`config.mk`:
```
export PLATFORM = sky130hd
export DESIGN_NAME = abus_arbiter_lock
export DESIGN_NICKNAME = d
export VERILOG_FILES = /design/src/rtl/abus_pkg.sv /design/src/rtl/abus_sched.sv /design/src/rtl/abus_arbiter_lock.sv
export SDC_FILE = /design/constraint.sdc
export NUM_CORES = 1
export LEC_CHECK = 0
export ABC_CLOCK_PERIOD_IN_PS = 2700
export BUFFER_PORTS_ARGS = -buffer_cell sky130_fd_sc_hd__buf_2
export CAP_MARGIN = 20
export CORE_AREA = 2 2 79 81
export DETAILED_ROUTE_END_ITERATION = 7
export DIE_AREA = 0 0 81 83
export PLACE_DENSITY_LB_ADDON = 0.25
export REMOVE_ABC_BUFFERS = 1
export SLEW_MARGIN = 10
export SYNTH_ARGS = -nofsm -noshare
export SYNTH_HDL_FRONTEND = slang
export SYNTH_SLANG_ARGS = --single-unit
export TNS_END_PERCENT = 1
```
`constraint.sdc`:
```
create_clock -name abus_clk -period 2.7 [get_ports abus_clk]
set_input_delay 0.27 -clock abus_clk [delete_from_list [all_inputs] [get_ports abus_clk]]
set_output_delay 0.27 -clock abus_clk [all_outputs]
set_load 0.02 [all_outputs]
```
`src/rtl/abus_pkg.sv`:
```
// Shared ABUS arbiter definitions: FSM encoding, strobe width formula,
// scheduler pick function and slave one-hot decoder.
package abus_pkg;

   typedef enum logic [1:0] {
      ST_IDLE = 2'd0,
      ST_BUSY = 2'd1,
      ST_ERR  = 2'd2
   } abus_state_e;

   localparam int MAX_MASTER = 8;
   localparam int MAX_SLAVE  = 8;

   function automatic int strb_width(input int data_width);
      return $clog2(data_width + 1);
   endfunction

   // Walks the requesters starting at the pointer (or at 0), wrapping at nb.
   function automatic logic [MAX_MASTER-1:0] pick_grant(
      input logic [MAX_MASTER-1:0] req,
      input logic [2:0]            ptr,
      input logic                  lowest_first,
      input int                    nb
   );
      logic [MAX_MASTER-1:0] gnt;
      int start;
      int idx;
      gnt   = '0;
      start = lowest_first ? 0 : int'(ptr);
      for (int i = 0; i < MAX_MASTER; i++) begin
         idx = (start + i) % nb;
         if (i < nb && gnt == '0 && req[idx[2:0]]) gnt[idx[2:0]] = 1'b1;
      end
      return gnt;
   endfunction

   function automatic logic [MAX_SLAVE-1:0] decode_slave(input logic [2:0] idx);
      return MAX_SLAVE'(1) << idx;
   endfunction

endpackage

```
`src/rtl/abus_sched.sv`:
```
// ABUS scheduler: turns the request vector into a one-hot grant, either
// round robin from the priority pointer or lowest index first.
module abus_sched
   import abus_pkg::*;
#(
   parameter int NB_MASTER = 2,
   parameter int PW        = 1
) (
   input  logic [NB_MASTER-1:0] req,
   input  logic [PW-1:0]        ptr,
   input  logic                 mode,
   output logic [NB_MASTER-1:0] grant
);

   assign grant = NB_MASTER'(pick_grant(MAX_MASTER'(req), 3'(ptr), mode, NB_MASTER));

endmodule

```
`src/rtl/abus_arbiter_lock.sv`:
```
// ABUS arbiter with a locked grant: one master at a time is forwarded to the
// addressed slave until the slave acks, the master aborts, or the timeout fires.
module abus_arbiter_lock
   import abus_pkg::*;
#(
   parameter int  NB_MASTER  = 2,
   parameter int  NB_SLAVE   = 2,
   parameter int  ADDR_WIDTH = 16,
   parameter int  DATA_WIDTH = 16,
   parameter int  SCHEDULER  = 0,
   parameter int  TIMEOUT    = 15,
   localparam int SW         = strb_width(DATA_WIDTH)
) (
   input  logic                             abus_clk,
   input  logic                             abus_rst,
   input  logic [3*NB_MASTER-1:0]           abus_mid,
   input  logic [NB_MASTER-1:0]             abus_mreq,
   input  logic [NB_MASTER-1:0]             abus_mwrite,
   input  logic [NB_MASTER-1:0]             abus_mread,
   input  logic [NB_MASTER-1:0]             abus_mabort,
   input  logic [NB_MASTER*SW-1:0]          abus_mstrb,
   input  logic [NB_MASTER*SW-1:0]          abus_mkeep,
   input  logic [NB_MASTER*DATA_WIDTH-1:0]  abus_mwdata,
   input  logic [NB_MASTER*ADDR_WIDTH-1:0]  abus_maddress,
   output logic [NB_MASTER-1:0]             abus_mgrant,
   output logic [NB_MASTER-1:0]             abus_mack,
   output logic                             abus_merr,
   output logic [DATA_WIDTH-1:0]            abus_mrdata,
   input  logic [NB_SLAVE-1:0]              abus_sack,
   input  logic [NB_SLAVE*DATA_WIDTH-1:0]   abus_srdata,
   output logic [NB_SLAVE-1:0]              abus_ssel,
   output logic [2:0]                       abus_smid,
   output logic                             abus_sreq,
   output logic                             abus_swrite,
   output logic                             abus_sread,
   output logic                             abus_sabort,
   output logic [SW-1:0]                    abus_sstrb,
   output logic [SW-1:0]                    abus_skeep,
   output logic [ADDR_WIDTH-1:0]            abus_saddress,
   output logic [DATA_WIDTH-1:0]            abus_swdata
);

   localparam int   PW           = $clog2(NB_MASTER);
   localparam int   SLW          = (NB_SLAVE > 1) ? $clog2(NB_SLAVE) : 1;
   localparam int   CW           = (TIMEOUT > 0) ? $clog2(TIMEOUT + 1) : 1;
   localparam logic LOWEST_FIRST = (SCHEDULER != 0);
   localparam logic [CW-1:0] CNT_LAST = (TIMEOUT > 0) ? CW'(TIMEOUT - 1) : '0;

   abus_state_e          state_q, state_d;
   logic [NB_MASTER-1:0] grant_q, grant_d, sched_grant;
   logic [CW-1:0]        cnt_q, cnt_d;
   logic [PW-1:0]        ptr_q, ptr_d, ptr_exit;
   logic                 has_grant, sack_sel, abort_cond;
   int                   gsel, sidx;

   abus_sched #(
      .NB_MASTER (NB_MASTER),
      .PW        (PW)
   ) u_sched (
      .req   (abus_mreq),
      .ptr   (ptr_q),
      .mode  (LOWEST_FIRST),
      .grant (sched_grant)
   );

   always_comb begin
      gsel = 0;
      for (int i = 0; i < NB_MASTER; i++) begin
         if (grant_q[i]) gsel = i;
      end
   end

   assign has_grant   = |grant_q;
   assign abus_mgrant = grant_q;
   assign abort_cond  = abus_mabort[gsel] || !abus_mreq[gsel];
   assign ptr_exit    = LOWEST_FIRST ? ptr_q :
                        (gsel == NB_MASTER - 1) ? '0 : PW'(gsel + 1);

   // The slave-side command is a plain mux of the locked master; nothing leaks when ungranted.
   always_comb begin
      abus_smid     = '0;
      abus_sreq     = 1'b0;
      abus_swrite   = 1'b0;
      abus_sread    = 1'b0;
      abus_sabort   = 1'b0;
      abus_sstrb    = '0;
      abus_skeep    = '0;
      abus_saddress = '0;
      abus_swdata   = '0;
      if (has_grant) begin
         abus_smid     = abus_mid[gsel*3 +: 3];
         abus_sreq     = abus_mreq[gsel];
         abus_swrite   = abus_mwrite[gsel];
         abus_sread    = abus_mread[gsel];
         abus_sstrb    = abus_mstrb[gsel*SW +: SW];
         abus_skeep    = abus_mkeep[gsel*SW +: SW];
         abus_saddress = abus_maddress[gsel*ADDR_WIDTH +: ADDR_WIDTH];
         abus_swdata   = abus_mwdata[gsel*DATA_WIDTH +: DATA_WIDTH];
         abus_sabort   = abus_mabort[gsel] || state_q == ST_ERR ||
                         (state_q == ST_BUSY && !abus_mreq[gsel]);
      end
   end

   generate
      if (NB_SLAVE > 1) begin : g_multi_slave
         assign sidx = int'(abus_saddress[ADDR_WIDTH-1 -: SLW]);
      end else begin : g_single_slave
         assign sidx = 0;
      end
   endgenerate

   always_comb begin
      abus_ssel   = '0;
      abus_mrdata = '0;
      if (state_q == ST_BUSY && has_grant) begin
         abus_ssel   = NB_SLAVE'(decode_slave(3'(sidx)));
         abus_mrdata = abus_srdata[sidx*DATA_WIDTH +: DATA_WIDTH];
      end
   end

   assign sack_sel = |(abus_sack & abus_ssel);

   // Abort outranks ack; ack outranks the timeout on the same cycle.
   always_comb begin
      state_d   = state_q;
      grant_d   = grant_q;
      cnt_d     = cnt_q;
      ptr_d     = ptr_q;
      abus_mack = '0;
      abus_merr = 1'b0;
      case (state_q)
         ST_IDLE: begin
            cnt_d = '0;
            if (|abus_mreq) begin
               grant_d = sched_grant;
               state_d = ST_BUSY;
            end
         end
         ST_BUSY: begin
            if (abort_cond) begin
               grant_d = '0;
               state_d = ST_IDLE;
               ptr_d   = ptr_exit;
            end else if (sack_sel) begin
               abus_mack = grant_q;
               grant_d   = '0;
               state_d   = ST_IDLE;
               ptr_d     = ptr_exit;
            end else if (TIMEOUT != 0 && cnt_q == CNT_LAST) begin
               state_d = ST_ERR;
               ptr_d   = ptr_exit;
            end else if (TIMEOUT != 0) begin
               cnt_d = cnt_q + 1'b1;
            end
         end
         ST_ERR: begin
            abus_mack = grant_q;
            abus_merr = 1'b1;
            grant_d   = '0;
            cnt_d     = '0;
            state_d   = ST_IDLE;
         end
         default: begin
            grant_d = '0;
            state_d = ST_IDLE;
         end
      endcase
   end

   always_ff @(posedge abus_clk) begin
      if (abus_rst) begin
         state_q <= ST_IDLE;
         grant_q <= '0;
         cnt_q   <= '0;
         ptr_q   <= '0;
      end else begin
         state_q <= state_d;
         grant_q <= grant_d;
         cnt_q   <= cnt_d;
         ptr_q   <= ptr_d;
      end
   end

endmodule

```
==> results of run 1 <==
[synthesized netlist by cell type, drive strengths merged, types with 2 or more instances]
cell type and count:
nor2 7, a22o 63, nand2b 3, o31ai 2, and3 2, nand2 7
dfxtp 9, nand3 5, o21ai 8, a31oi 2, buf 11, a21oi 5
nor3b 2, nor3 2, ha 5, nor2b 3, inv 5, clkbuf 7
[per-layer routing]
layer	routed length, microns	part of all wire	GRT usage
met1	2760	0.37	0.217
met3	1160	0.16	0.137
met5	27	0.0037	0
met4	68	0.0092	0.0447
met2	3370	0.46	0.334
[sequential cells by signal, summed over array words and instances, names as in the netlist]
| register | cells |
|---|---|
| cnt_q | 4 |
| abus_mgrant | 2 |
| state_q | 2 |
| ptr_q | 1 |
[cell families (layout without fill, tap and decap cells)]
family / count (synthesis) / count (layout) / synth area share
AOI/OAI and AO/OA: 88 / 88 / 0.566
adders and majority gates: 5 / 5 / 0.0477
buffers and inverters: 23 / 218 / 0.0763
DFF: 9 / 9 / 0.137
other: 0 / 2 / 0
and+or+nand+nor: 39 / 39 / 0.173
[power breakdown]
| part | switching (uW) | leakage (uW) | internal, uW |
|---|---|---|---|
| Combinational | 269 | 0.00132 | 202 |
| Sequential | 9.34 | 0.0000738 | 140 |
| Clock | 62.7 | 0.0000228 | 104 |
| Total | 341 | 0.00142 | 446 |
[final cells by class]
type / count / area, sq um
Fill cell: 642 / 3380
Multi-Input combinational cell: 132 / 1040
Sequential cell: 9 / 181
Timing Repair Buffer: 209 / 1060
Clock buffer: 4 / 45.0
Tap cell: 75 / 93.8
Inverter: 5 / 18.8
Antenna cell: 2 / 5.00
[stage by stage]
step / setup TNS, ns / cells / setup slack [ns] / area, sq um
after detailed placement: 0 / 430 / 0.498 / 2390
after global placement: 0 / 430 / 0.560 / 2390
after floorplan: -33.67 / 146 / -0.598 / 1230
final: 0 / 436 / 0.427 / 2440
after CTS: 0 / 434 / 0.403 / 2430
after global routing: 0 / 434 / 0.207 / 2430
[worst max-delay path: cells and delay by family, from the launching register on]
family,cells,cell delay (ns)
AO/OA/AOI/OAI,3,0.60
adder cells (fa/ha/maj),1,0.35
flip-flops,1,0.32
AND/OR/NAND/NOR,2,0.26
buffers and inverters,2,0.23
[final timing paths]
kind,slack [ns],end,cells after the start,startpoint
setup reg to reg,0.49,abus_mgrant[1],8,state_q[1]
hold / removal,0.29,ptr_q,2,abus_rst
setup / recovery,0.43,abus_mack[0],8,state_q[1]
hold reg to reg,0.51,cnt_q[3],1,cnt_q[3]
==> impl_metrics.toml, run 1 <==
[sta]
setup_violations = 0
worst_slew_pin_slew_ns = 0.491
final.min_clock_period_ns = 2.27
fin_hold_ws_ns = 0.294
max_freq_mhz = 440
drv_slew = 0
clock_skew_ns = 0.00507
worst_slew_margin_rel = 0.673
rsz0062_at_grt = "false"
hold_viol_final = 0
timing.final.crit_share = 0.842

[clock_network]
cts_buffers = 3
post_cts_buffers = 0
tritoncts = "yes"
clock-sinks = 9
cts_max_path_buffers = 2
insertion_delay_ns = 0.24
clk_pin_slew_ns = 0.05
hold_buffers = 0
cts_resized = 0
ctsRootBufferMaster = "clkbuf_8"
htree_levels = 1

[routing]
detail_route.wl_per_cell_microns = 16.9
vias_per_cell = 4.90
drt_iter0_drc = 66
totalWireLength_microns = 7390
drtAntennaViolNets = 0
routed-via-count = 2137
first_pass_iters = 4
drcViolationCount = 0

[yosys]
avgSynthCellArea_sq_um = 8.00
synth-edff-count = 0
yosysTopAreaCell = "a22o_1"
synth_ff_type = "dfxtp_1"
yosysSeqAreaShare = 0.137
ys_top_cells_by_area = "a22o_1 (42%), dfxtp_1 (14%), ha_1 (4.8%)"
synth_seq_cells = 9
netlist_instances = 164
synth.distinct_cells = 41
netlist_area_sq_um = 1310
ys.warnings.count = 0
async_flop_share = 0
synth_top_cell_area_share = 0.421

[power_and_ir_drop]
p_per_area_nw_per_um2 = 323
ir_worst_vdd_uv = 198
finalPower_uw = 787
leakage_uw = 0.00142

[global_routing]
antenna_found_initial = 4
grt_max_degree = 51
grt_pass1_wl_microns = 10600
grt_pass1_vias = 1953
grt_usage = 0.205
grt_overflow = 0

[final_layout]
post-route-util = 0.419
layout_commonest_cell = "buf_2"
area_growth_pct = 86.0
mostFrequentLayoutCells = "buf_2 (205), a22o_1 (63), dfxtp_1 (8)"
fin_nets = 499
drive_above_1_share = 0.616

[die]
ioPinCount = 206
fp.dieArea_sq_um = 6720
core_sq_um = 5820
die-height_microns = 83
rows = 28
start_util = 0.225
die_x_microns = 81

[worst_setup_path]
end_kind = "primary output"
crit_path_start_kind = "flip-flop"
worstSetupPathType = "reg2out"
cpPeakStageDelay_ns = 0.35
critical_path_peak_fanout = 10
cp_slowest_cell = "ha_1"
required_ns = 2.43
crit_arrival_ns = 2.00
crit_chain = "inv_1, ha_1, nand2_1, o21ai_1, a22oi_1, o21bai_1, and3_1, buf_2"

[worst_hold_path]
hold_path_class = "in2reg"

[placed_design]
dp_hpwl_microns = 6230
port_buffers = 205
place_congestion = 0.821

[outcome]
status = "completed"

[job]
drv_cap = 0
Power figures use the tool's default switching activity.
==> run 2, diff against run 1 <==
--- a/config.mk
+++ b/config.mk
@@ -5,7 +5,7 @@
 export SDC_FILE = /design/constraint.sdc
 export NUM_CORES = 1
 export LEC_CHECK = 0
-export ABC_CLOCK_PERIOD_IN_PS = 2700
+export ABC_CLOCK_PERIOD_IN_PS = 2200
 export BUFFER_PORTS_ARGS = -buffer_cell sky130_fd_sc_hd__buf_2
 export CAP_MARGIN = 20
 export CORE_AREA = 2 2 79 81
==> constraint.sdc (replaced) <==
create_clock -name abus_clk -period 2.2 [get_ports abus_clk]
set_input_delay 0.22 -clock abus_clk [delete_from_list [all_inputs] [get_ports abus_clk]]
set_output_delay 0.22 -clock abus_clk [all_outputs]
set_load 0.02 [all_outputs]
==> run 2 against run 1 <==
- critical path depth unchanged
- setup slack worse by 0.30 ns
- worst hold slack got worse by 0.030 ns
- largest power group unchanged
- register-to-register slack got worse by 0.15 ns
- clock power rose by 19%
- power increased by 23%
- final cell count grew 0.23%
- first-iteration DRC count is 23% higher
- sequential share of layout area fell by 0.083 points
- die area is the same
- core utilization up 0.47 points
- combinational power rose by 25%
==> impl_metrics.toml, run 2 (synthesis results as in run 1) <==
[outcome]
status = "completed"

[sta]
drv_slew = 0
setup_violations = 0
max_freq_mhz = 482
worst_slew_margin_rel = 0.676
hold_viol_final = 0
timing.final.crit_share = 0.942
rsz0062_at_grt = "false"
final.min_clock_period_ns = 2.07
worst_slew_pin_slew_ns = 0.487
clock_skew_ns = 0.00288

[die]
die-height_microns = 83
core_sq_um = 5820
ioPinCount = 206
start_util = 0.225
die_x_microns = 81
rows = 28
fp.dieArea_sq_um = 6720

[power_and_ir_drop]
switching_power_uw = 415
p_per_area_nw_per_um2 = 393
ir_worst_vdd_uv = 180
p_sw_frac = 0.428
pwr-share-seq = 0.190
pwr-share-comb = 0.607
p_int_uw = 555
leakage_uw = 0.00143
clockPowerShare = 0.203

[worst_setup_path]
crit_chain = "inv_1, ha_2, inv_2, o32ai_4, a22oi_1, o21bai_1, and3_1, buf_2"
crit_family = "compound AO/OA/AOI/OAI gates"
crit_path_start_kind = "flip-flop"
reg2reg_setup_slack_ns = 0.34
cpPeakStageDelay_ns = 0.32
critPathBufInv = 3
cp_slowest_cell = "dfxtp_1"
critical_path_peak_fanout = 5
ff2ff_path_depth = 8
required_ns = 1.98
rr_endpoint = "cnt_q[2]"
end_kind = "primary output"
crit_arrival_ns = 1.85
r2r-start = "state_q[1]"
worstSetupPathType = "reg2out"

[worst_hold_path]
hold_path_class = "in2reg"
whs_path_depth = 2
min_from = "abus_rst"
hold-path-endpoint = "abus_mgrant[0]"

[routing]
drt_iter0_drc = 81
drcViolationCount = 0
drtAntennaViolNets = 0
first_pass_iters = 4
vias_per_cell = 4.95
routed-via-count = 2163
detail_route.wl_per_cell_microns = 17.0
totalWireLength_microns = 7410

[clock_network]
post_cts_buffers = 0
ctsRootBufferMaster = "clkbuf_8"
clock-sinks = 9
insertion_delay_ns = 0.24
tritoncts = "yes"
hold_buffers = 0
clk_pin_slew_ns = 0.05
htree_levels = 1
cts_max_path_buffers = 2
cts_buffers = 3

[final_layout]
layout_commonest_cell = "buf_2"
num-fill-cells = 635
drive_above_1_share = 0.620
area_growth_pct = 88.1
mostFrequentLayoutCells = "buf_2 (205), a22o_1 (63), dfxtp_1 (8)"
fin_nets = 501
largest_reg_flops = 4
final_cells = 437
post-route-util = 0.424
largest_register = "cnt_q"

[job]
drv_cap = 0

[global_routing]
grt_pass1_wl_microns = 10400
grt_max_degree = 51
antenna_found_initial = 3
grt_usage = 0.201
grt_overflow = 0
grt_pass1_vias = 2001

[placed_design]
place_congestion = 0.805
dp_hpwl_microns = 6350
dpl.cell_count = 432
port_buffers = 205
run 2: cell types whose count changed in the layout (fill, tap and decap cells not counted):
cell	change
ha_2	+1
ha_1	-1
buf_12	+1
diode_2	-1
buf_4	+1
run 2: stage by stage:
step	instance area [sq um]	total power (uW)	setup slack, ns	setup TNS (ns)	hold slack (ns)
finish	2470	970	0.127	0	0.263
global route	2460	1030	0.0148	0	0.277
CTS	2460	974	0.103	0	0.264
detailed placement	2420	776	0.329	0	0.500
global placement	2420	775	0.358	0	0.496
floorplan	1230	496	-1.05	-67.87	0.289
run 2: power groups by stage:
| stage | clock network, uW | registers, uW | logic (uW) |
|---|---|---|---|
| detailed placement | 0 | 187 | 589 |
| CTS | 198 | 184 | 592 |
| global placement | 0 | 187 | 588 |
| finish | 197 | 184 | 589 |
| floorplan | 0 | 198 | 298 |
| global route | 206 | 186 | 642 |
run 2: timing repair:
| action | 4_1_cts | 5_1_grt |
|---|---|---|
| endpoints found under the hold margin | 0 | 0 |
| gates resized for setup | 0 | 1 |
| endpoints found under the setup margin | 0 | 4 |
run 2: worst max-delay path by stage:
| stage | startpoint | slack [ns] | end | cells past startpoint |
|---|---|---|---|---|
| after global placement | state_q[1] | 0.36 | cnt_q[3] | 7 |
| after floorplan | abus_mgrant[1] | -1.05 | abus_skeep[0] | 2 |
| after CTS | state_q[1] | 0.10 | abus_mack[1] | 8 |
| after detailed placement | state_q[1] | 0.33 | cnt_q[2] | 8 |
| after global routing | state_q[1] | 0.01 | abus_mack[0] | 8 |
| final | state_q[1] | 0.13 | abus_mack[1] | 8 |
run 2: final cells by class:
class | instances | area, sq um | share of cell area
clock buffer | 4 | 45.0 | 0.0183
timing repair buffer | 211 | 1080 | 0.439
sequential | 9 | 181 | 0.0736
antenna | 1 | 2.50 | 0.00101
multi-input combinational | 132 | 1040 | 0.422
inverter | 5 | 18.8 | 0.00761
tap | 75 | 93.8 | 0.0381
run 2: per-layer routing:
layer / GRT usage / vias to the layer above / share of wire
li1: - / 1056 / -
met4: 0.0339 / 4 / 0.0078
met1: 0.215 / 969 / 0.36
met2: 0.340 / 124 / 0.47
met3: 0.124 / 10 / 0.16
met5: 0 / - / 0.0031
